## src/rtl/frame_tick_ctrl_pkg.sv

```systemverilog
// Shared definitions for the frame tick scheduler: FSM state encoding,
// the default input clock frequency, and the rate range check.
package frame_tick_ctrl_pkg;

  localparam int unsigned IN_FREQ_DEFAULT = 100_000_000;

  typedef enum logic [1:0] {
    ST_OFF      = 2'd0,
    ST_RUN      = 2'd1,
    ST_STOPPING = 2'd2
  } state_e;

  function automatic logic rate_legal(input logic [63:0] rate, input logic [63:0] in_freq);
    return (rate != 64'd0) && (rate <= in_freq);
  endfunction

endpackage

```

## src/rtl/frame_tick_ctrl_accum.sv

```systemverilog
// Signed phase accumulator: adds rate each enabled cycle and subtracts
// IN_FREQ whenever it is non-negative, emitting a registered tick.
module frac_accum #(
  parameter int unsigned IN_FREQ = 100_000_000,
  parameter int unsigned RATE_W  = 32,
  parameter int unsigned ACC_W   = 40
) (
  input  logic              clk,
  input  logic              reset,
  input  logic              clear_i,
  input  logic              enable_i,
  input  logic [RATE_W-1:0] rate_i,
  output logic              tick_o,
  output logic              msb_o
);

  localparam logic [ACC_W-1:0] FREQ_EXT = ACC_W'(IN_FREQ);

  logic [ACC_W-1:0] acc_q, acc_d;
  logic             tick_q;
  logic             tick_cond;

  // Two's complement: MSB clear means the phase has crossed zero.
  assign tick_cond = enable_i & ~acc_q[ACC_W-1];

  // NOTE: every always_comb output gets a default first so no latch is inferred.
  always_comb begin
    acc_d = acc_q + ACC_W'(rate_i) - (tick_cond ? FREQ_EXT : '0);
    if (clear_i) acc_d = '0;
  end

  // NOTE: sequential state uses non-blocking assignments only.
  always_ff @(posedge clk or posedge reset) begin
    if (reset) begin
      acc_q  <= '0;
      tick_q <= 1'b0;
    end else begin
      acc_q  <= acc_d;
      tick_q <= tick_cond;
    end
  end

  assign tick_o = tick_q;
  assign msb_o  = acc_q[ACC_W-1];

endmodule

```

## src/rtl/frame_tick_ctrl.sv

```systemverilog
// Programmable fractional frame tick generator with start/stop sequencing,
// tick-boundary rate updates via a valid/ready port, and a frame counter.
module frame_tick_ctrl
  import frame_tick_ctrl_pkg::*;
#(
  parameter int unsigned IN_FREQ      = IN_FREQ_DEFAULT,
  parameter int unsigned DEFAULT_RATE = 60,
  parameter int unsigned RATE_W       = 32,
  parameter int unsigned ACC_W        = 40,
  parameter int unsigned CNT_W        = 16
) (
  input  logic              clk,
  input  logic              reset,
  input  logic              start,
  input  logic              stop,
  input  logic              cfg_valid,
  input  logic [RATE_W-1:0] cfg_rate,
  output logic              cfg_ready,
  output logic              cfg_err,
  output logic              tick,
  output logic [CNT_W-1:0]  frame_cnt,
  output logic              running,
  output logic [RATE_W-1:0] rate_q
);

  state_e            state_q;
  logic              running_q;
  logic              pending_q;
  logic              cfg_err_q;
  logic [RATE_W-1:0] rate_reg_q;
  logic [RATE_W-1:0] shadow_q;
  logic [CNT_W-1:0]  frame_cnt_q;

  logic acc_msb;
  logic active;
  logic tick_cond;
  logic stop_done;
  logic xfer;
  logic legal;
  logic acc_clear;

  assign active    = (state_q != ST_OFF);
  assign tick_cond = active & ~acc_msb;
  // A start in STOPPING cancels the stop even on a tick edge.
  assign stop_done = (state_q == ST_STOPPING) & ~start & tick_cond;
  assign acc_clear = ~active | stop_done;

  assign cfg_ready = ~pending_q;
  assign xfer      = cfg_valid & cfg_ready;
  assign legal     = rate_legal(64'(cfg_rate), 64'(IN_FREQ));

  frac_accum #(
    .IN_FREQ (IN_FREQ),
    .RATE_W  (RATE_W),
    .ACC_W   (ACC_W)
  ) u_accum (
    .clk      (clk),
    .reset    (reset),
    .clear_i  (acc_clear),
    .enable_i (active),
    .rate_i   (rate_reg_q),
    .tick_o   (tick),
    .msb_o    (acc_msb)
  );

  always_ff @(posedge clk or posedge reset) begin
    if (reset) begin
      state_q     <= ST_OFF;
      running_q   <= 1'b0;
      pending_q   <= 1'b0;
      cfg_err_q   <= 1'b0;
      rate_reg_q  <= RATE_W'(DEFAULT_RATE);
      shadow_q    <= '0;
      frame_cnt_q <= '0;
    end else begin
      cfg_err_q <= xfer & ~legal;

      case (state_q)
        ST_OFF: begin
          if (start) begin
            state_q     <= ST_RUN;
            running_q   <= 1'b1;
            frame_cnt_q <= '0;
          end
        end
        ST_RUN: begin
          if (stop && !start) state_q <= ST_STOPPING;
        end
        ST_STOPPING: begin
          if (start) begin
            state_q <= ST_RUN;
          end else if (tick_cond) begin
            state_q   <= ST_OFF;
            running_q <= 1'b0;
          end
        end
        default: begin
          state_q   <= ST_OFF;
          running_q <= 1'b0;
        end
      endcase

      if (tick_cond) frame_cnt_q <= frame_cnt_q + CNT_W'(1);

      // A transfer needs pending clear, so it never collides with the shadow apply.
      if (xfer && legal) begin
        if (!active) begin
          rate_reg_q <= cfg_rate;
        end else begin
          shadow_q  <= cfg_rate;
          pending_q <= 1'b1;
        end
      end

      if (pending_q && tick_cond) begin
        rate_reg_q <= shadow_q;
        pending_q  <= 1'b0;
      end
    end
  end

  assign cfg_err   = cfg_err_q;
  assign frame_cnt = frame_cnt_q;
  assign running   = running_q;
  assign rate_q    = rate_reg_q;

endmodule

```

## config.mk

```make
export PLATFORM = sky130hd
export DESIGN_NAME = frame_tick_ctrl
export DESIGN_NICKNAME = d
export VERILOG_FILES = /design/src/rtl/frame_tick_ctrl_pkg.sv /design/src/rtl/frame_tick_ctrl_accum.sv /design/src/rtl/frame_tick_ctrl.sv
export SDC_FILE = /design/constraint.sdc
export NUM_CORES = 1
export LEC_CHECK = 0
export ABC_AREA = 1
export ABC_CLOCK_PERIOD_IN_PS = 4700
export BUFFER_PORTS_ARGS = -buffer_cell sky130_fd_sc_hd__buf_4
export CAP_MARGIN = 5
export CELL_PAD_IN_SITES_DETAIL_PLACEMENT = 1
export CELL_PAD_IN_SITES_GLOBAL_PLACEMENT = 2
export CORE_ASPECT_RATIO = 1.5
export CORE_MARGIN = 5
export CORE_UTILIZATION = 34
export CTS_CLUSTER_DIAMETER = 120
export CTS_CLUSTER_SIZE = 16
export DETAILED_ROUTE_END_ITERATION = 10
export PLACE_DENSITY = 0.92
export SYNTH_ARGS = -nofsm -noshare
export SYNTH_HDL_FRONTEND = slang
export SYNTH_SLANG_ARGS = --single-unit
```

## constraint.sdc

```tcl
create_clock -name clk -period 4.7 [get_ports clk]
set_input_delay 0 -clock clk [delete_from_list [all_inputs] [get_ports clk]]
set_output_delay 0 -clock clk [all_outputs]
set_load 0.05 [all_outputs]
```

==> run metrics <==
status finished clean; CP endpoint kind flop; I/O pin cnt between 80 and 90; final antenna-violating net count 0; Root Buffer clkbuf_16; clock slew at reported path FFs around 60 ps; worst min-delay path class primary input to flop; # clock sinks between 100 and 150; Netlist cell types between 40 and 50; largest net degree at the start of global routing 94; CTS tree yes; xor-xnor portion of the synthesized cell area 0.8292%; main combinational cell family by area after synthesis simple AND/OR/NAND/NOR gates; Simple-Gate Fraction of Synth Area 30.05%; CP max stage cell fa_1; routed len/inst between 15 and 20 µm; total global-route track usage just under 20%; Period minus WS final between 3000 and 4000 ps; number of vias per cell 4.874; Die ar. 31,470 µm²; fin crit share 73.50%; Area Overhead vs Synth 18.60%; syn avg cell area between 6 and 7 µm²; unrepaired setup endpoints after global routing no; Syn Inst Count between 1,000 and 1,500; total gr overflow 0; Rel. slew slack ~29%; post-synthesis compound-gate area fraction 11.24%; Worst Path Arrival 3820 ps; routed wl met2 between 15,000 and 20,000 µm; Worst path max stage delay about 520 ps; fin worst setup slack between 1000 and 1500 ps; Die Wd approximately 150 µm; crit-path most repeated cell nand2_1; GPL Wtd Cong 0.9602; number of port buffers a little under 90; WP data required around 5000 ps; worst path cell trace nor2_4, nor2_8, fa_1, inv_1, ha_1, nand2_1, nor2_1, nand2_1, o21ai_0, nand3_1, nand3_1, nand2_1, nor2_1; Crit Path Class flop to flop; Slew @ Worst Pin 1069 ps; final hold vios 0; Post-synth EDFFs 0; FF+latch area approximately 3200 µm²; skew final between 7 and 8 ps; Async S/R FF share, synth 100.0%; Layout fillers 3,566; Met3 Routed Length 864 µm; mux contribution to synthesized area 0%; Synth Register Bits about 130; DP HPWL about 23,000 µm; WP buf/inv 1; Main synth FF type dfrtp_1; antenna cell count 0; post-CTS sizing 0; Core Box Area approximately 28,000 µm²; vias in the first global route slightly below 10,000; first-pass GRT wire length 49,540 µm; Initial DRT Pass Iterations 4; commonest non-fill, non-tap cell in the layout nand2_1; Synth Area in Adders 10.29%; Initial Util about a third; row cnt between 70 and 80; Die H 214.8 µm; max layer used met4; Routed WL slightly below 30,000 µm; CTS buffer count 17; final net count 1,585; Synthesized Nets 1,469; area of the multi-input gates 4982 µm²; most frequent cells in the layout nand2_1, inv_1, dfrtp_1, nor2_1, buf_4; dpl ws about 1200 ps; max-slew violations 0; setup_tns 0 ps; crit path max fanout 29; Worst-Skew Late Latency 450 ps; Crit path max-delay family simple AND/OR/NAND/NOR gates; DR vias ~8,900; M1 WL between 10,000 and 15,000 µm; Post-Syn Area ~9500 µm²; # setup viols final 0; Seq/Total Area, Yosys approximately 33%; Critical Path Start Type flop; H-tree levels 4; synth warn 0; DRC errors left 0; FMAX between 200 and 300 MHz; deepest clock path buffer count 2; max cap viols 0; initial antenna violation count 0; share of layout cells above drive strength 1 14.30%; DR iter-0 viols approximately 350
worst register-to-register path: stages (launching register included):
cell	delay (ps)
dfrtp_1	470
nor2_4	120
nor2_8	500
fa_1	530
inv_1	70
ha_1	200
nand2_1	180
nor2_1	260
nand2_1	120
o21ai_0	460
nand3_1	180
nand3_1	100
nand2_1	50
nor2_1	140
routing by layer:
metal  vias to the layer above  global-route usage, %
met2                       133                  37.35
met1                      4307                  21.37
li1                       4456                      -
met5                         -                      0
met4                         0                  8.569
met3                        53                  2.887
state kept, by name, indices dropped and copies added, names as in the netlist:
name and count:
shadow_q 32, u_accum.tick_o 1, pending_q 1, state_q 2, u_accum.acc_q 40, running 1
rate_q 32, cfg_err 1, frame_cnt 16
final timing paths:
| kind | startpoint | endpoint | slack (ps) | cells after the start |
|---|---|---|---|---|
| min reg2reg | shadow_q[31] | shadow_q[31] | 470 | 2 |
| min | cfg_valid | cfg_err | 110 | 4 |
| min in group asynchronous | reset | shadow_q[3] | 300 | 3 |
| max in group asynchronous | reset | rate_q[11] | 3300 | 4 |
| max | state_q[0] | u_accum.acc_q[30] | 1250 | 13 |
| max reg2reg | state_q[0] | u_accum.acc_q[30] | 1250 | 13 |
cell type report:
type                       count  area share, %
clock inverter                12         0.7879
tap                          346          3.840
inverter                     303          10.15
clock buffer                  20          4.051
timing repair buffer         124          8.967
multi-input combinational    905          44.19
sequential                   126          28.01
synthesized netlist by cell type, types with 2 or more instances:
library cell | instances | area share (%)
nand3b_1 | 2 | 0.16
nor2_2 | 7 | 0.46
dfrtp_1 | 122 | 32
a21oi_1 | 70 | 3.7
inv_1 | 290 | 11
inv_2 | 12 | 0.47
buf_2 | 11 | 0.58
nand2_2 | 4 | 0.26
buf_6 | 8 | 0.95
a21oi_2 | 2 | 0.18
o22ai_1 | 2 | 0.13
nor3_1 | 17 | 0.89
nand2_4 | 3 | 0.36
dfstp_2 | 4 | 1.1
nand3_1 | 91 | 4.8
nand2_1 | 369 | 15
nor2_1 | 101 | 4.0
nor4_1 | 3 | 0.20
o21ai_1 | 18 | 0.95
xor2_1 | 4 | 0.37
nor3_2 | 3 | 0.32
ha_1 | 59 | 7.8
o21ai_0 | 62 | 3.3
nand4_1 | 6 | 0.39
xnor2_1 | 5 | 0.46
fa_1 | 12 | 2.5
nor2_8 | 2 | 0.42
buf_4 | 5 | 0.39
nand4_4 | 2 | 0.45
nand3_2 | 20 | 2.1
buf_12 | 2 | 0.42
o21ai_2 | 25 | 2.3
o21bai_1 | 4 | 0.32
nor2_4 | 2 | 0.24
per-stage QoR:
step	instances	hold WS (ps)	util, %	area (µm²)
after global placement	1772	253.6	37.47	10410
after global routing	1836	118.9	40.59	11270
final	1836	106.1	40.59	11270
after detailed placement	1772	269.1	37.47	10410
after floorplan	1361	140.8	-	9507
after CTS	1836	77.40	40.59	11270
cells by family (layout without fill, tap and decap cells):
| kind of cell | count (synthesis) | count (layout) |
|---|---|---|
| buffers and inverters | 330 | 459 |
| XOR/XNOR | 9 | 9 |
| AO/OA/AOI/OAI | 188 | 188 |
| AND/OR/NAND/NOR | 637 | 637 |
| adder cells (fa/ha/maj) | 71 | 71 |
| flip-flops | 126 | 126 |
timing repair:
action / CTS / global route
hold buffers: 32 / 0
setup buffers: 0 / 0
hold endpoints to repair: 131 / 0
Power is not shown: default switching activity piles up to over one toggle a cycle in this logic, so the estimate is an artifact.
